===== config.mk =====
export PLATFORM = sky130hd
export DESIGN_NAME = spike_rate_decoder_flat
export DESIGN_NICKNAME = d
export VERILOG_FILES = /design/src/rtl/lif_pkg.sv /design/src/rtl/spike_rate_decoder_if.sv /design/src/rtl/spike_rate_decoder_sat_counter.sv /design/src/rtl/spike_rate_decoder.sv /design/src/flat_wrapper.sv
export SDC_FILE = /design/constraint.sdc
export NUM_CORES = 1
export LEC_CHECK = 0
export ABC_AREA = 1
export CELL_PAD_IN_SITES_DETAIL_PLACEMENT = 1
export CELL_PAD_IN_SITES_GLOBAL_PLACEMENT = 2
export CORE_MARGIN = 2
export CORE_UTILIZATION = 37
export DETAILED_ROUTE_END_ITERATION = 10
export HOLD_SLACK_MARGIN = 0.12
export MAX_ROUTING_LAYER = met4
export PLACE_DENSITY = 0.83
export SLEW_MARGIN = 20
export SYNTH_ARGS = -nofsm -noshare
export SYNTH_HDL_FRONTEND = slang
export SYNTH_HIERARCHICAL = 1
export SYNTH_SLANG_ARGS = --single-unit

===== constraint.sdc =====
create_clock -name clk -period 2.7 [get_ports clk]
set_input_delay 0.675 -clock clk [delete_from_list [all_inputs] [get_ports clk]]
set_output_delay 0.675 -clock clk [all_outputs]
set_load 0.02 [all_outputs]

===== src/rtl/lif_pkg.sv =====
// Shared definitions for the LIF tile: default widths, saturation limit and
// the ISI tracker state encoding used by spike_rate_decoder.
package lif_pkg;

  localparam int DEF_CNT_W       = 8;
  localparam int DEF_WINDOW_LOG2 = 8;
  localparam int CNT_MAX         = (1 << DEF_CNT_W) - 1;

  typedef enum logic {
    NO_REF = 1'b0,
    TRACK  = 1'b1
  } isi_state_e;

endpackage


===== src/rtl/spike_rate_decoder_if.sv =====
// Spike-in / measurement-out bundle between a spike consumer and its driver.
interface spike_rate_decoder_if #(
  parameter int CNT_W = lif_pkg::DEF_CNT_W
);
  logic             ena;
  logic             clear;
  logic             spike;
  logic [CNT_W-1:0] rate;
  logic             rate_valid;
  logic             rate_sat;
  logic [CNT_W-1:0] isi;
  logic             isi_valid;

  modport master (
    output ena, clear, spike,
    input  rate, rate_valid, rate_sat, isi, isi_valid
  );

  modport slave (
    input  ena, clear, spike,
    output rate, rate_valid, rate_sat, isi, isi_valid
  );
endinterface


===== src/rtl/spike_rate_decoder_sat_counter.sv =====
// Up-counter that sticks at all-ones; clr wins over hold, hold wins over inc.
module sat_counter #(
  parameter int W = 8
) (
  input  logic         clk,
  input  logic         rst_n,
  input  logic         inc,
  input  logic         clr,
  input  logic         hold,
  output logic [W-1:0] q
);

  // NOTE: sequential state uses non-blocking (<=) so every flop samples
  // pre-edge values; blocking here would create order-dependent races.
  always_ff @(posedge clk or negedge rst_n) begin
    if (!rst_n) begin
      q <= '0;
    end else if (clr) begin
      q <= '0;
    end else if (!hold && inc && !(&q)) begin
      q <= q + W'(1);
    end
  end

endmodule


===== src/rtl/spike_rate_decoder.sv =====
// Turns a 1-bit spike train into a windowed firing rate and an inter-spike
// interval, both saturating CNT_W-bit registered outputs.
module spike_rate_decoder
  import lif_pkg::*;
#(
  parameter int WINDOW_LOG2 = DEF_WINDOW_LOG2,
  parameter int CNT_W       = DEF_CNT_W
) (
  input logic                 clk,
  input logic                 rst_n,
  spike_rate_decoder_if.slave bus
);

  localparam logic [CNT_W-1:0] SAT_MAX = '1;

  logic                   active;
  logic                   do_clear;
  logic                   boundary;
  logic [WINDOW_LOG2-1:0] win_cnt;
  logic [CNT_W-1:0]       spk_cnt;
  logic [CNT_W-1:0]       t_cnt;
  logic [CNT_W-1:0]       rate_sum;
  logic [CNT_W-1:0]       isi_next;
  isi_state_e             state_q, state_d;
  logic                   isi_fire;

  logic [CNT_W-1:0]       rate_q;
  logic                   rate_valid_q;
  logic                   rate_sat_q;
  logic [CNT_W-1:0]       isi_q;
  logic                   isi_valid_q;

  // A disabled cycle freezes everything, including a pending clear.
  assign do_clear = bus.ena & bus.clear;
  assign active   = bus.ena & ~bus.clear;
  assign boundary = &win_cnt;

  always_ff @(posedge clk or negedge rst_n) begin
    if (!rst_n) begin
      win_cnt <= '0;
    end else if (do_clear) begin
      win_cnt <= '0;
    end else if (active) begin
      win_cnt <= win_cnt + WINDOW_LOG2'(1);
    end
  end

  sat_counter #(.W(CNT_W)) u_spk_cnt (
    .clk  (clk),
    .rst_n(rst_n),
    .inc  (active & bus.spike),
    .clr  (do_clear | (active & boundary)),
    .hold (~bus.ena),
    .q    (spk_cnt)
  );

  // Interval timer only runs once a reference spike has been seen.
  sat_counter #(.W(CNT_W)) u_t_cnt (
    .clk  (clk),
    .rst_n(rst_n),
    .inc  (active & ~bus.spike & (state_q == TRACK)),
    .clr  (do_clear | (active & bus.spike)),
    .hold (~bus.ena),
    .q    (t_cnt)
  );

  assign rate_sum = (spk_cnt == SAT_MAX) ? SAT_MAX
                                         : spk_cnt + CNT_W'(bus.spike);
  assign isi_next = (t_cnt == SAT_MAX) ? SAT_MAX : t_cnt + CNT_W'(1);

  always_ff @(posedge clk or negedge rst_n) begin
    if (!rst_n) state_q <= NO_REF;
    else        state_q <= state_d;
  end

  // NOTE: every always_comb output gets a default first so no path can
  // leave it unassigned and infer a latch.
  always_comb begin
    state_d  = state_q;
    isi_fire = 1'b0;
    if (do_clear) begin
      state_d = NO_REF;
    end else if (active && bus.spike) begin
      state_d  = TRACK;
      isi_fire = (state_q == TRACK);
    end
  end

  always_ff @(posedge clk or negedge rst_n) begin
    if (!rst_n) begin
      rate_q       <= '0;
      rate_valid_q <= 1'b0;
      rate_sat_q   <= 1'b0;
      isi_q        <= '0;
      isi_valid_q  <= 1'b0;
    end else begin
      rate_valid_q <= 1'b0;
      isi_valid_q  <= 1'b0;
      if (active && boundary) begin
        rate_q       <= rate_sum;
        rate_sat_q   <= (rate_sum == SAT_MAX);
        rate_valid_q <= 1'b1;
      end
      if (isi_fire) begin
        isi_q       <= isi_next;
        isi_valid_q <= 1'b1;
      end
    end
  end

  assign bus.rate       = rate_q;
  assign bus.rate_valid = rate_valid_q;
  assign bus.rate_sat   = rate_sat_q;
  assign bus.isi        = isi_q;
  assign bus.isi_valid  = isi_valid_q;

endmodule


===== src/flat_wrapper.sv =====
// flat-port wrapper written by rule: the top's interface ports become plain ports
module spike_rate_decoder_flat import lif_pkg::*;
#(
  parameter int WINDOW_LOG2 = DEF_WINDOW_LOG2,
  parameter int CNT_W       = DEF_CNT_W
)
  (clk, rst_n, bus_ena, bus_clear, bus_spike, bus_rate, bus_rate_valid, bus_rate_sat, bus_isi, bus_isi_valid);
  spike_rate_decoder_if #(.CNT_W(CNT_W)) bus_i ();
  input logic clk;
  input logic rst_n;
  input wire logic [$bits(bus_i.ena)-1:0] bus_ena;
  input wire logic [$bits(bus_i.clear)-1:0] bus_clear;
  input wire logic [$bits(bus_i.spike)-1:0] bus_spike;
  output wire logic [$bits(bus_i.rate)-1:0] bus_rate;
  output wire logic [$bits(bus_i.rate_valid)-1:0] bus_rate_valid;
  output wire logic [$bits(bus_i.rate_sat)-1:0] bus_rate_sat;
  output wire logic [$bits(bus_i.isi)-1:0] bus_isi;
  output wire logic [$bits(bus_i.isi_valid)-1:0] bus_isi_valid;
  assign bus_i.ena = bus_ena;
  assign bus_i.clear = bus_clear;
  assign bus_i.spike = bus_spike;
  assign bus_rate = bus_i.rate;
  assign bus_rate_valid = bus_i.rate_valid;
  assign bus_rate_sat = bus_i.rate_sat;
  assign bus_isi = bus_i.isi;
  assign bus_isi_valid = bus_i.isi_valid;
  spike_rate_decoder #(.WINDOW_LOG2(WINDOW_LOG2), .CNT_W(CNT_W)) u_core (.clk(clk), .rst_n(rst_n), .bus(bus_i));
endmodule

# Word-level counts from Yosys, hierarchy flattened
# Cells that the tools add are included.
word_totals:
  register_bits: 44
  word_cells: 55
classes:
  n_bitwise: 10
  n_eq_ne: 3
  n_reduce_logical: 15
  n_addsub: 4
  muxes: 14
op_table:
  columns: ["op", "n"]
  rows:
  - ["8-bit 2-to-1 mux", 8]
  - ["8-bit by 1-bit adder with 8-bit output (second input constant)", 3]
  - ["8-bit equality test (second input constant)", 3]
  - ["8-bit AND reduction", 3]
  - ["8-bit by 1-bit adder with 8-bit output", 1]
  - ["2-bit nonzero test", 4]
  - ["1-bit AND", 6]
  - ["1-bit logical AND", 6]
  - ["1-bit 2-to-1 mux", 6]
  - ["1-bit zero test", 2]
  - ["1-bit inverter", 2]
  - ["1-bit bitwise OR", 2]

# Depth between registers and ports, before layout
# Gate-level depths: netlist of the first run.
depth:
  word_depth: 8
  ltp_mapped: 12
  depth_no_buf: 12

# By module
# Netlist of the first run, hierarchy kept.
modules_own_cells:
  columns: ["mod", "area_each_um2", "cells_per_inst", "instances"]
  rows:
  - ["spike_rate_decoder", 1590.3, 199, 1]
  - ["sat_counter", 530.5, 69, 2]

# Worst setup path before layout of the first run
# No wires, ideal clock.
synth_timing:
  path_kind: "input to register"
  startpoint: "in bus_ena"
  endpoint: "reg u_core.u_spk_cnt.q[7]"
  t_arrival_ps: 1771
  n_path_buf: 1
  setup_slack_ps: 811
  cell_stages: 12
  path_cell_list: "buf_6 inv_4 nor2_8 nand3_2 nor2_4 inv_2 nand2_1 bufinv_8 nand2_4 clkinv_4 nand2_1 nand2_1"
synth_between:
  elab_chain_len: 5
synth_rtl:
  columns: ["element", "line_no", "rtl"]
  rows:
  - ["start: declaration", "flat_wrapper.sv:11", "input wire logic [$bits(bus_i.ena)-1:0] bus_ena;"]
  - ["1-bit AND", "spike_rate_decoder.sv:35", "assign active = bus.ena & ~bus.clear;"]
  - ["1-bit AND", "spike_rate_decoder.sv:51", ".inc (active & bus.spike),"]
  - ["1-bit logical AND (2 in series)", "spike_rate_decoder_sat_counter.sv:20", "end else if (!hold && inc && !(&q)) begin"]
  - ["2-bit nonzero test (no source line)", null, null]
  - ["end signal: assignment", "spike_rate_decoder_sat_counter.sv:21", "q <= q + W'(1);"]
  - ["end: declaration", "spike_rate_decoder_sat_counter.sv:10", "output logic [W-1:0] q"]
# Parallel ways exist; a longest one is shown, timed or not.
# A chain may end at the register's enable or synchronous reset.

# Worst setup path in the final report of the first run
layout_timing:
  startpoint: "in bus_ena"
  endpoint: "reg u_core.u_t_cnt.q[3]"
layout_between:
  elab_chain_len: 6
layout_rtl:
  columns: ["element", "line_no", "rtl"]
  rows:
  - ["1-bit AND", "spike_rate_decoder.sv:35", null]
  - ["1-bit AND (2 in series)", "spike_rate_decoder.sv:61", ".inc (active & ~bus.spike & (state_q == TRACK)),"]
  - ["1-bit logical AND (2 in series)", "spike_rate_decoder_sat_counter.sv:20", null]
  - ["2-bit nonzero test (no source line)", null, null]
  - ["end signal: assignment", "spike_rate_decoder_sat_counter.sv:21", null]
  - ["end: declaration", "spike_rate_decoder_sat_counter.sv:10", null]
# Parallel ways exist; a longest one is shown, timed or not.

==> results of run 1 <==
==> state kept, by name, summed over array words and instances, names as in the netlist <==
register	count
u_core/bus.isi_valid	1
u_core/bus.isi	8
u_core/bus.rate_sat	1
u_core/bus.rate	8
u_core/u_spk_cnt/q	8
u_core/state_q	1
u_core/bus.rate_valid	1
u_core/win_cnt	8
u_core/u_t_cnt/q	8
==> cell type report <==
cell class | instances | area [sq um]
clock buffer | 6 | 72.57
fill | 882 | 3787
inverter | 51 | 231.5
clock inverter | 1 | 5.005
sequential | 44 | 1101
timing repair buffer | 27 | 255.2
tap | 96 | 120.1
multi-input combinational | 240 | 1296
==> path summary, 6_finish.rpt <==
kind | from | to
min | rst_n | u_core/win_cnt[6]
min in group clk | u_core/bus.rate[4] | u_core/bus.rate[4]
max in group asynchronous | rst_n | u_core/bus.rate[2]
min reg2reg | u_core/bus.rate[4] | u_core/bus.rate[4]
max reg2reg | u_core/win_cnt[0] | u_core/u_spk_cnt/q[7]
max | bus_ena | u_core/u_t_cnt/q[3]
==> critical path: stages <==
cell,delay (ns)
sky130_fd_sc_hd__clkdlybuf4s50_1,0.53
sky130_fd_sc_hd__inv_4,0.08
sky130_fd_sc_hd__nor2_8,0.12
sky130_fd_sc_hd__inv_1,0.10
sky130_fd_sc_hd__nor3_1,0.13
sky130_fd_sc_hd__inv_1,0.07
sky130_fd_sc_hd__nor2_2,0.22
sky130_fd_sc_hd__inv_2,0.07
sky130_fd_sc_hd__a21oi_2,0.25
sky130_fd_sc_hd__nand3_1,0.12
sky130_fd_sc_hd__o21ai_1,0.10
==> kinds of logic after synthesis <==
family | after synthesis | share of synthesized area
fa+ha+maj | 6 | 0.02831
buf+inv | 53 | 0.09580
compound gates | 38 | 0.08683
flops | 44 | 0.4153
simple gates | 187 | 0.3440
xor+xnor | 9 | 0.02973
==> through the flow <==
stage	instances	instance area (sq um)	setup WS, ns
after floorplan	337	2651	0.8110
after global placement	458	3004	0.1451
after detailed placement	458	3004	0.1173
after CTS	465	3082	0.4321
after global routing	465	3082	0.2529
final	465	3082	0.4653
==> power groups by stage <==
stage / sequential (mW) / combinational [mW] / clock, mW
2_1_floorplan: 0.779 / 0.100 / 0
3_3_place_gp: 0.744 / 0.245 / 0
3_5_place_dp: 0.744 / 0.249 / 0
4_1_cts: 0.731 / 0.250 / 0.418
5_1_grt: 0.738 / 0.270 / 0.441
6_report: 0.730 / 0.244 / 0.392
==> placed cells by master (no fill, tap or decap), drive strengths merged, types with 8 or more instances in the layout <==
master / Yosys / layout
nand3: 29 / 29
xor2: 8 / 8
dfrtp: 44 / 44
nor2: 38 / 38
nor3: 8 / 8
o21ai: 19 / 19
nand2: 101 / 101
clkdlybuf4s50: 0 / 22
a21oi: 9 / 9
nand4: 9 / 9
inv: 47 / 47
==> routing by layer <==
metal | wire length (microns) | vias to the layer above | global-route usage
met5 | 0 | - | -
met4 | 48 | 0 | 0.03719
met3 | 156 | 5 | 0.02892
met2 | 2947 | 27 | 0.3039
met1 | 2848 | 1069 | 0.2203
li1 | - | 1144 | -
==> results by stage, run 1 <==
Outcome:
- The run finished with clean final reports.

Floorplan:
- The initial utilization of the core area, before any placement, comes to 0.3860.
- The die width is 88.65 microns.
- The floorplan die area is 7859 sq um.
- Measured along the y axis, the die boundary spans 88.65 microns.
- The core area is 6869 sq um.
- The number of top-level pins is 24.
- The floorplan row count is 30.

Yosys:
- Counting flops and latches in the post-synthesis netlist gives 44.
- The gate count after technology mapping is 337.
- The commonest register cell after synthesis is sky130_fd_sc_hd__dfrtp_1.
- Synthesis produced a netlist with a net count of 348.
- After synthesis the cells add up to 2651 sq um.
- The synthesis warning total is 6.
- The commonest cells after synthesis are 89 x sky130_fd_sc_hd__nand2_1, 44 x sky130_fd_sc_hd__dfrtp_1, 38 x sky130_fd_sc_hd__inv_1.
- The share of the Yosys chip area taken by registers is 0.4153.
- Ranked by total cell area, the synthesized netlist is headed by sky130_fd_sc_hd__dfrtp_1 42%, sky130_fd_sc_hd__nand2_1 13%, sky130_fd_sc_hd__inv_1 5.4%.
- Averaged over all synthesized cells, the footprint is 7.867 sq um.
- The number of enable flip-flop cells after synthesis is 0.
- The cell taking the most area after synthesis is sky130_fd_sc_hd__dfrtp_1.
- The most common cell in the synthesized netlist is sky130_fd_sc_hd__nand2_1.
- The number of distinct library cell variants in the gate-level netlist after synthesis is 32.
- The share of synthesized area in the top cell type comes to 0.4153.
- The fraction of registers with async set/reset is 1.000.

Global route:
- For this run, the total global-route usage over all layers was measured as 0.1774.
- The global route total overflow is 0.
- The maximum number of pins on one net before global-route repair is 34.
- The number of global-route vias before repair was 2325.
- The initial antenna violation count came to 0.
- The first-pass GRT wire length is 10580 microns.

Clock network:
- The clock network latency to the later pin of the worst-skew pair is 0.29 ns.
- In this run, CTS created clock tree buffers numbering 5.
- The number of levels the H-tree was split into is 2.
- The post-CTS resize count is 0.
- Counting every sink on the clock net gives 44.
- TritonCTS built the clock tree.
- The cell at the root of the clock tree is sky130_fd_sc_hd__clkbuf_8.
- The CTS clock-pin slew for the worst setup and hold paths is 0.08 ns.
- The cts-stage hold buffer count is 0.
- The maximum clock insertion buffer count is 2.
- The buffers inserted during post-CTS setup optimization is 0.

Detailed routing:
- After detailed routing, the total wire length is 6000 microns.
- After the first detailed-routing iteration, the DRC count stood at 49.
- The first-pass iteration count of the detailed router is 4.
- The via density per instance is 4.828.
- The post-route DRC violation count is 0.
- The number of nets with antenna violations after routing is 0.
- The wire length per cell after detailed routing is 12.90 microns.
- The routed layout has 2245 vias.

Power and ir drop:
- Dividing total power by cell area gives a power density of 443.5 nW/um^2.
- VDD sags by at most 0.0002335 V.
- The net switching component of the power is 380.6 uW.
- Of the total power, the share spent switching nets is 0.2785.
- The share of total power dissipated in the clock network is 0.287.
- The share of total power dissipated in combinational logic is 0.179.
- Internal power comes to 986.2 uW.
- The leakage dissipation is 1.424 nW.
- The sequential share of power is 0.534.
- The total power draw is 1.367 mW.

Timing:
- The total count of hold-check failures in the final report is 0.
- Headroom to the max-slew limit came out at 0.4796.
- The final number of setup-violating endpoints is 0.
- Clock skew on the completed layout was measured at 0.008405 ns.
- The highest attainable clock frequency is 447.5 MHz.
- The slew of the pin with the lowest slew margin is 0.7805 ns.
- The aggregate negative setup slack is 0 ns.
- The final count of pins violating max slew is 0.
- The worst hold margin is 0.4564 ns.
- Of the available clock period, the critical path in the final layout requires 0.8277.
- Setup repair after global routing left no endpoint under its margin.
- Counting I/O delays and the setup requirement, the final critical path takes 2.235 ns.

Finish:
- The area growth from synthesis to layout is 16.23%.
- Of the cells placed in the final design, the portion with a size suffix greater than 1 is 0.1382.
- At the end of the flow, the number of nets in the layout was 380.
- Measured on the finished design, the core utilization comes to 0.4486.
- The number of antenna diodes in the final layout is 0.

Critical path:
- The largest fanout on the critical path is 6.
- The worst path arrival time is 2.46 ns.
- The start-to-end type of the worst setup path is input port to register.
- STA classifies the critical path endpoint as a register.
- STA puts the critical path data required time at 2.92 ns.
- The slack of the worst reg-to-reg path is 0.86 ns.
- The worst setup path is launched from an input port.
- For the worst flop-to-flop path, the logic depth is 12.

Worst hold path:
- In this run the worst hold path is classified as input port to asynchronous set/reset pin.

Flow run:
- Across the run, the number of max-cap violations was 0.

Placed design:
- The detailed placement HPWL is 4735 microns.
- At the end of routability-driven placement, the weighted congestion stood at 0.8612.
- Port buffering added 23 buffers.
Power figures use the tool's default switching activity.
==> run 2: changes to the inputs <==
CORE_UTILIZATION = 31   (was 37)
PLACE_DENSITY = 0.74   (was 0.83)
clock period = 1.9 ns   (was 2.7 ns; I/O delays follow)
==> run 2 against run 1 <==
Sequential share of layout area is 2.9 points lower. Cell count is 6.9% higher. Combinational power rose by 61%. Clock skew fell by 0.0035 ns. Wire length grew 7.9%. Design area rose by 8.7%. Die area is 18% higher. First-iteration DRC count up 110%. Sequential power is 42% higher. Sequential cell count is the same. Register-to-register slack got worse by 0.66 ns. Core utilization shrank 4.3 points. Largest power group unchanged.
==> results by stage, run 2 (synthesis gave the netlist of run 1 again) <==
Critical path:
- At the worst endpoint, the required time is 1.42 ns.
- The slowest stage of the critical path is the sky130_fd_sc_hd__clkdlybuf4s50_1 cell.
- For the worst flop-to-flop path, the logic depth is 12.
- For flop-to-flop paths, the worst setup slack is 0.20 ns.
- The worst setup path is captured at a primary output.
- The number of buffers and inverters on the critical path is 1.
- The critical path ends at bus_rate_sat.
- The largest fanout on the critical path is 2.
- The start-to-end type of the worst setup path is register to primary output.
- In this run the critical register-to-register path is captured at u_core/u_spk_cnt/q[1].
- The start of the worst register-to-register path is u_core/win_cnt[0].
- Traced cell by cell, the critical path runs through clkdlybuf4s50_1.
- The count of cell instances traversed by the critical path is 1.
- The largest single stage delay on the critical path is 0.61 ns.
- The critical path starts at u_core/bus.rate_sat.
- The worst path arrival time is 1.28 ns.
- The kind of launch point of the worst setup path is a register.
- The largest delay contributor family on the critical path is buffers and inverters.

Placed design:
- The detailed placement HPWL is 5019 microns.
- After detailed placement, the total cell area comes to 3211 sq um.
- Port buffering added 23 buffers.
- The final weighted congestion in routability-driven placement is 0.8213.

Clock network:
- The TritonCTS clock tree is yes.
- The CTS buffer count is 5.
- The clock passes through at most 2 buffers.
- CTS saw 44 sinks.
- The clock network latency to the later pin of the worst-skew pair is 0.30 ns.
- The CTS clock-pin slew for the worst setup and hold paths is 0.09 ns.
- The tree is rooted in a sky130_fd_sc_hd__clkbuf_8.
- CTS built an H-tree with a depth of 2.

Global route:
- The number of global-route vias before repair was 2344.
- The first-pass GRT wire length is 10750 microns.
- The maximum number of pins on one net before global-route repair is 45.
- In the global route stage, met2 resource usage came out at 0.2645.
- Global routing finished with a remaining overflow of 0.
- For met1 alone, demand over resource in global routing was 0.1870.
- The met3 usage in global routing is 0.02793.
- Across every metal layer, demand over resource in global routing totals 0.1536.
- The layer with the highest usage after global routing is met2.
- The initial antenna violation count was 0.

Floorplan:
- The number of top-level pins is 24.
- In this run the horizontal extent of the chip is 96.48 microns.
- The initialized floorplan defines 33 standard-cell rows.
- The floorplan step defined a die boundary enclosing 9308 sq um.
- For this configuration, the core starts out at a cell density of 0.3211.
- The die is 96.48 microns tall.
- The core area is 8258 sq um.

Finish:
- The share of cells above drive strength 1 is 0.2066.
- Across the whole layout, storage elements account for 1101 sq um.
- The area growth from synthesis to final layout is 26.38%.
- Once layout is complete, the utilization of the core stands at 0.4058.
- After the last flow step, the layout net total stands at 402.
- The top cell types in the final layout, fill and taps aside, are 88 x sky130_fd_sc_hd__nand2_1, 44 x sky130_fd_sc_hd__dfrtp_1, 38 x sky130_fd_sc_hd__inv_1, 29 x sky130_fd_sc_hd__nor2_1, 27 x sky130_fd_sc_hd__nand3_1.
- The filler cells instantiated in the layout total 1039.
- The most common cell after layout, fill and taps aside is sky130_fd_sc_hd__nand2_1.
- The repair_antennas step left the layout with diodes totalling 0.
- The design area is 3351 sq um.
- The multi-input combinational cells in the finished layout cover a total of 1329 sq um.

Timing:
- The final number of setup-violating endpoints is 0.
- For the pin with the worst max-slew slack, the measured transition is 0.3911 ns.
- Setup repair after global routing left no endpoint under its margin.
- The time the final worst path needs with I/O delays and setup is 1.756 ns.
- The final count of pins violating max slew is 0.
- The highest attainable clock frequency is 569.5 MHz.
- The relative slew slack is 0.7379.
- The part of the cycle the worst path needs is 0.9241.
- The total count of hold-check failures in the final report is 0.
- The final clock skew is 0.004887 ns.

Detailed routing:
- The number of nets with antenna violations after routing is 0.
- For this run, design rule violations remaining after detail routing come to 0.
- The via density per instance is 4.748.
- The via total after detailed routing is 2360.
- For this block, the initial DRC count from the detailed router was 101.
- The wire length per cell after detailed routing is 13.03 microns.
- The first-pass iteration count of the detailed router is 4.
- The total routed wirelength is 6476 microns.

Flow run:
- The max capacitance violation total is 0.

Power and ir drop:
- The leakage dissipation is 1.582 nW.
- For this design the ratio of total power to cell area is 613.7 nW/um^2.
- IR analysis of the VDD net gives a maximum drop of 0.0002485 V.

Worst hold path:
- The min-delay analysis places its worst path in the category input port to asynchronous set/reset pin.

Outcome:
- The flow ran to the end, and the final reports show no timing, DRC or antenna violations.
-- run 2: final cells by class --
cell class / instances / share of cell area
Clock buffer: 6 / 0.02465
Clock inverter: 2 / 0.002987
Inverter: 51 / 0.06908
Multi-Input combinational cell: 240 / 0.3966
Sequential cell: 44 / 0.3286
Tap cell: 105 / 0.03921
Timing Repair Buffer: 49 / 0.1389
-- run 2: timing repair --
action	CTS	global route
pin swaps	0	3
gates resized for setup	1	10
setup buffers	0	1
gates cloned	0	0
endpoints found under the hold margin	0	0
setup endpoints to repair	5	13
hold buffers	0	0
-- run 2: per-stage QoR --
step	std cells	hold slack, ns	power (mW)	setup WS [ns]	setup TNS (ns)
floorplan	337	0.1794	1.249	0.2110	0
global placement	488	0.4551	1.441	-0.2847	-4.077
detailed placement	488	0.4656	1.450	-0.3457	-5.036
CTS	496	0.1562	2.089	0.02678	0
global route	497	0.1602	2.177	0.01667	0
finish	497	0.1404	2.056	0.1442	0
-- run 2: power breakdown --
part	internal [mW]	leakage [nW]	total, mW	switching [mW]
combinational	0.190	0.940	0.393	0.203
clock	0.291	0.0510	0.626	0.335
sequential	0.996	0.592	1.04	0.0418
-- run 2: how the worst min path moves through the flow --
stage	from	to	slack [ns]
detailed placement	u_core/bus.rate[1]	u_core/bus.rate[1]	0.47
global route	rst_n	u_core/win_cnt[3]	0.16
finish	rst_n	u_core/u_t_cnt/q[5]	0.14
CTS	rst_n	u_core/win_cnt[1]	0.16
global placement	u_core/bus.rate[1]	u_core/bus.rate[1]	0.46
floorplan	rst_n	u_core/bus.isi[0]	0.18
-- run 2: per-layer routing --
metal  part of all wire  wire, microns
met1               0.48           3094
met2               0.49           3157
met3              0.026            168
met4             0.0085             55
met5                  0              0
-- run 2: worst reg2reg max path: cells and delay by family, from the launching register on --
kind	cells	cell delay, ns
AND/OR/NAND/NOR	8	0.71
flip-flops	1	0.36
buffers and inverters	3	0.33
adder cells (fa/ha/maj)	1	0.20
==> run 3: changes to the inputs <==
CORE_MARGIN = 5   (was 2)
SKIP_CTS_REPAIR_TIMING = 1   (was unset)
==> run 3 against run 2 <==
Combinational power decreased by 1%. First-iteration DRC count down 58%. Global-route usage fell by 1.6 points. Design area up 0.41%. Total power up 8.2%. Sequential cell count unchanged. Sequential share of layout area shrank 0.13 points. Wire length down 2.5%. Core utilization up 0.17 points. Critical path depth is 9 higher. Sequential power is essentially flat. Maximum frequency is 1.2% lower. Highest routed layer unchanged.
==> results by stage, run 3 (synthesis gave the netlist of run 1 again) <==
Outcome:
- The flow ran to the end, and the final reports show no timing, DRC or antenna violations.

Clock network:
- The clock network latency to the later pin of the worst-skew pair is 0.30 ns.
- The root buffer cell chosen for the clock tree is sky130_fd_sc_hd__clkbuf_8.
- The number of sinks handled by clock tree synthesis is 44.
- The maximum clock insertion buffer count is 2.
- CTS built an H-tree with a depth of 2.
- TritonCTS built the clock tree.
- The CTS clock-pin slew for the worst setup and hold paths is 0.09 ns.
- Buffers inserted during clock tree synthesis total 5.

Global route:
- The number of global-route vias before repair is 2400.
- Across every metal layer, demand over resource in global routing totals 0.1375.
- The maximum number of pins on one net before global-route repair is 45.
- The global route total overflow is 0.
- The initial antenna violation count is 0.
- The first-pass GRT wire length is 11120 microns.

Detailed routing:
- After detailed routing, the average wire length per cell comes to 12.72 microns.
- The via total after detailed routing is 2347.
- The total routed wirelength is 6311 microns.
- The number of nets with antenna violations after routing is 0.
- The number of DRC markers after the initial detailed-route iteration is 42.
- The first-pass iteration count of the detailed router is 4.
- The via density per instance is 4.732.
- After detailed routing, the number of remaining DRC violations is 0.

Critical path:
- Data on the critical path is required at its endpoint by 2.10 ns.
- The type of element capturing the critical path is a register.
- The cell with the most instances on the worst path is sky130_fd_sc_hd__nand2_1.
- The kind of launch point of the worst setup path is an input port.
- Walking the worst path, the cells encountered are clkdlybuf4s50_1 -> ha_2 -> ha_2 -> nand2_1 -> o21ai_1 -> nand3_1 -> nand3_1 -> nor2_1 -> nand2_1 -> nand2_1.
- Along the worst path, the maximum fanout reaches 4.
- In this design, the stage delay of the slowest critical-path cell is 0.53 ns.
- The logic depth of the worst register-to-register path is 12.
- The critical path in this run is classified as input port to register.
- The slowest stage of the critical path is the sky130_fd_sc_hd__clkdlybuf4s50_1 cell.
- The worst path arrival time is 1.97 ns.

Floorplan:
- Pin placement for this block handled 24 I/O pins.
- The floorplan die area is 10500 sq um.
- The initial standard-cell utilization of the core is 0.3211.
- In this run the vertical extent of the chip is 102.5 microns.
- Row generation in the floorplan step produced 33 rows.
- From left edge to right edge, the die measures 102.5 microns.
- The core area is 8258 sq um.

Placed design:
- Summing all placed instances gives a cell area of 3211 sq um.
- The final weighted congestion in routability-driven placement is 0.7963.
- The count of buffers added on input and output ports is 23.
- The detailed placement HPWL is 4909 microns.

Power and ir drop:
- The leakage dissipation is 1.571 nW.
- The worst-case IR drop observed on VDD is 0.0002972 V.
- Power spread over the standard cell area amounts to 661.2 nW/um^2.

Timing:
- The part of the cycle the worst path needs is 0.9356.
- For the pin with the worst max-slew slack, the measured transition is 0.3603 ns.
- The time the final worst path needs with I/O delays and setup is 1.778 ns.
- The final count of pins violating max slew is 0.
- The worst pin sits at a relative slew slack of 0.7585.
- Setup repair after global routing left no endpoint under its margin.
- The highest attainable clock frequency is 562.5 MHz.
- The worst hold margin is 0.1381 ns.
- The total count of hold-check failures in the final report is 0.
- Setup violations remaining at the end of the flow were counted as 0.
- For the final database, setup skew stands at 0.008580 ns.

Finish:
- The total inserted antenna cells is 0.
- Of the cells placed in the final design, the portion with a size suffix greater than 1 is 0.2020.
- The count of fill cells added during filler insertion is 1023.
- The design area is 3364 sq um.
- Leaving out fill and tap cells, the most frequent cells in the layout are 88 x sky130_fd_sc_hd__nand2_1, 44 x sky130_fd_sc_hd__dfrtp_1, 38 x sky130_fd_sc_hd__inv_1, 28 x sky130_fd_sc_hd__nand3_1, 28 x sky130_fd_sc_hd__nor2_1.
- The library cell used most frequently in the layout, excluding fill and tap cells, is sky130_fd_sc_hd__nand2_1.
- The area growth from synthesis to layout is 26.90%.
- The total number of nets in the final design is 401.

Flow run:
- The tool flagged a number of max-cap violations equal to 0.

Worst hold path:
- The tightest min-delay check is of the input port to asynchronous set/reset pin type.
[run 3: changes by cell type in the layout (fill, tap and decap cells not counted), sizes merged]
cell	before	now
buf	27	26
bufinv	2	3
clkbuf	6	7
clkinv	4	2
clkdlybuf4s50	19	21
dlymetal6s2s	3	1
[run 3: worst max-delay path: cells and delay by family]
kind / cells / cell delay, ns
buffers and inverters: 1 / 0.53
AOI/OAI and AO/OA: 1 / 0.14
and+or+nand+nor: 6 / 0.41
adders and majority gates: 2 / 0.42
[run 3: power by group]
group	internal (mW)	switching (mW)	leakage [nW]
clock	0.464	0.335	0.0645
combinational	0.188	0.200	0.915
sequential	0.996	0.0406	0.592
[run 3: per-stage QoR]
stage	cells	setup TNS (ns)	utilization	power, mW	worst slack (ns)
final	496	0	0.4074	2.225	0.1224
after detailed placement	488	-4.719	0.3888	1.451	-0.3130
after floorplan	337	0	-	1.249	0.2110
after CTS	496	0	0.4041	2.267	0.004343
after global routing	496	0	0.4074	2.352	0.005890
after global placement	488	-3.988	0.3888	1.444	-0.2804
[run 3: worst paths after layout]
path                                         end               start  slack [ns]
max reg2reg                u_core/u_spk_cnt/q[2]   u_core/win_cnt[0]        0.20
max in group asynchronous     u_core/bus.rate[1]               rst_n        1.53
min                            u_core/win_cnt[7]               rst_n        0.14
max                          u_core/bus.rate_sat           bus_spike        0.12
min reg2reg                   u_core/bus.rate[4]  u_core/bus.rate[4]        0.48
min in group clk              u_core/bus.rate[4]  u_core/bus.rate[4]        0.48
[run 3: layer usage]
layer | global-route usage | wire [microns] | up-vias
met5 | - | 0 | -
met4 | 0.04440 | 75 | 0
met3 | 0.02594 | 257 | 6
met2 | 0.2274 | 3006 | 29
met1 | 0.1688 | 2972 | 1127
li1 | - | - | 1185
[run 3: final cells by class]
class / instances / area [sq um] / area share
multi-input combinational: 240 / 1321 / 0.3927
sequential: 44 / 1101 / 0.3273
timing repair buffer: 48 / 452.9 / 0.1346
inverter: 51 / 231.5 / 0.06880
tap: 105 / 131.4 / 0.03905
clock buffer: 7 / 96.34 / 0.02864
clock inverter: 1 / 30.03 / 0.008925
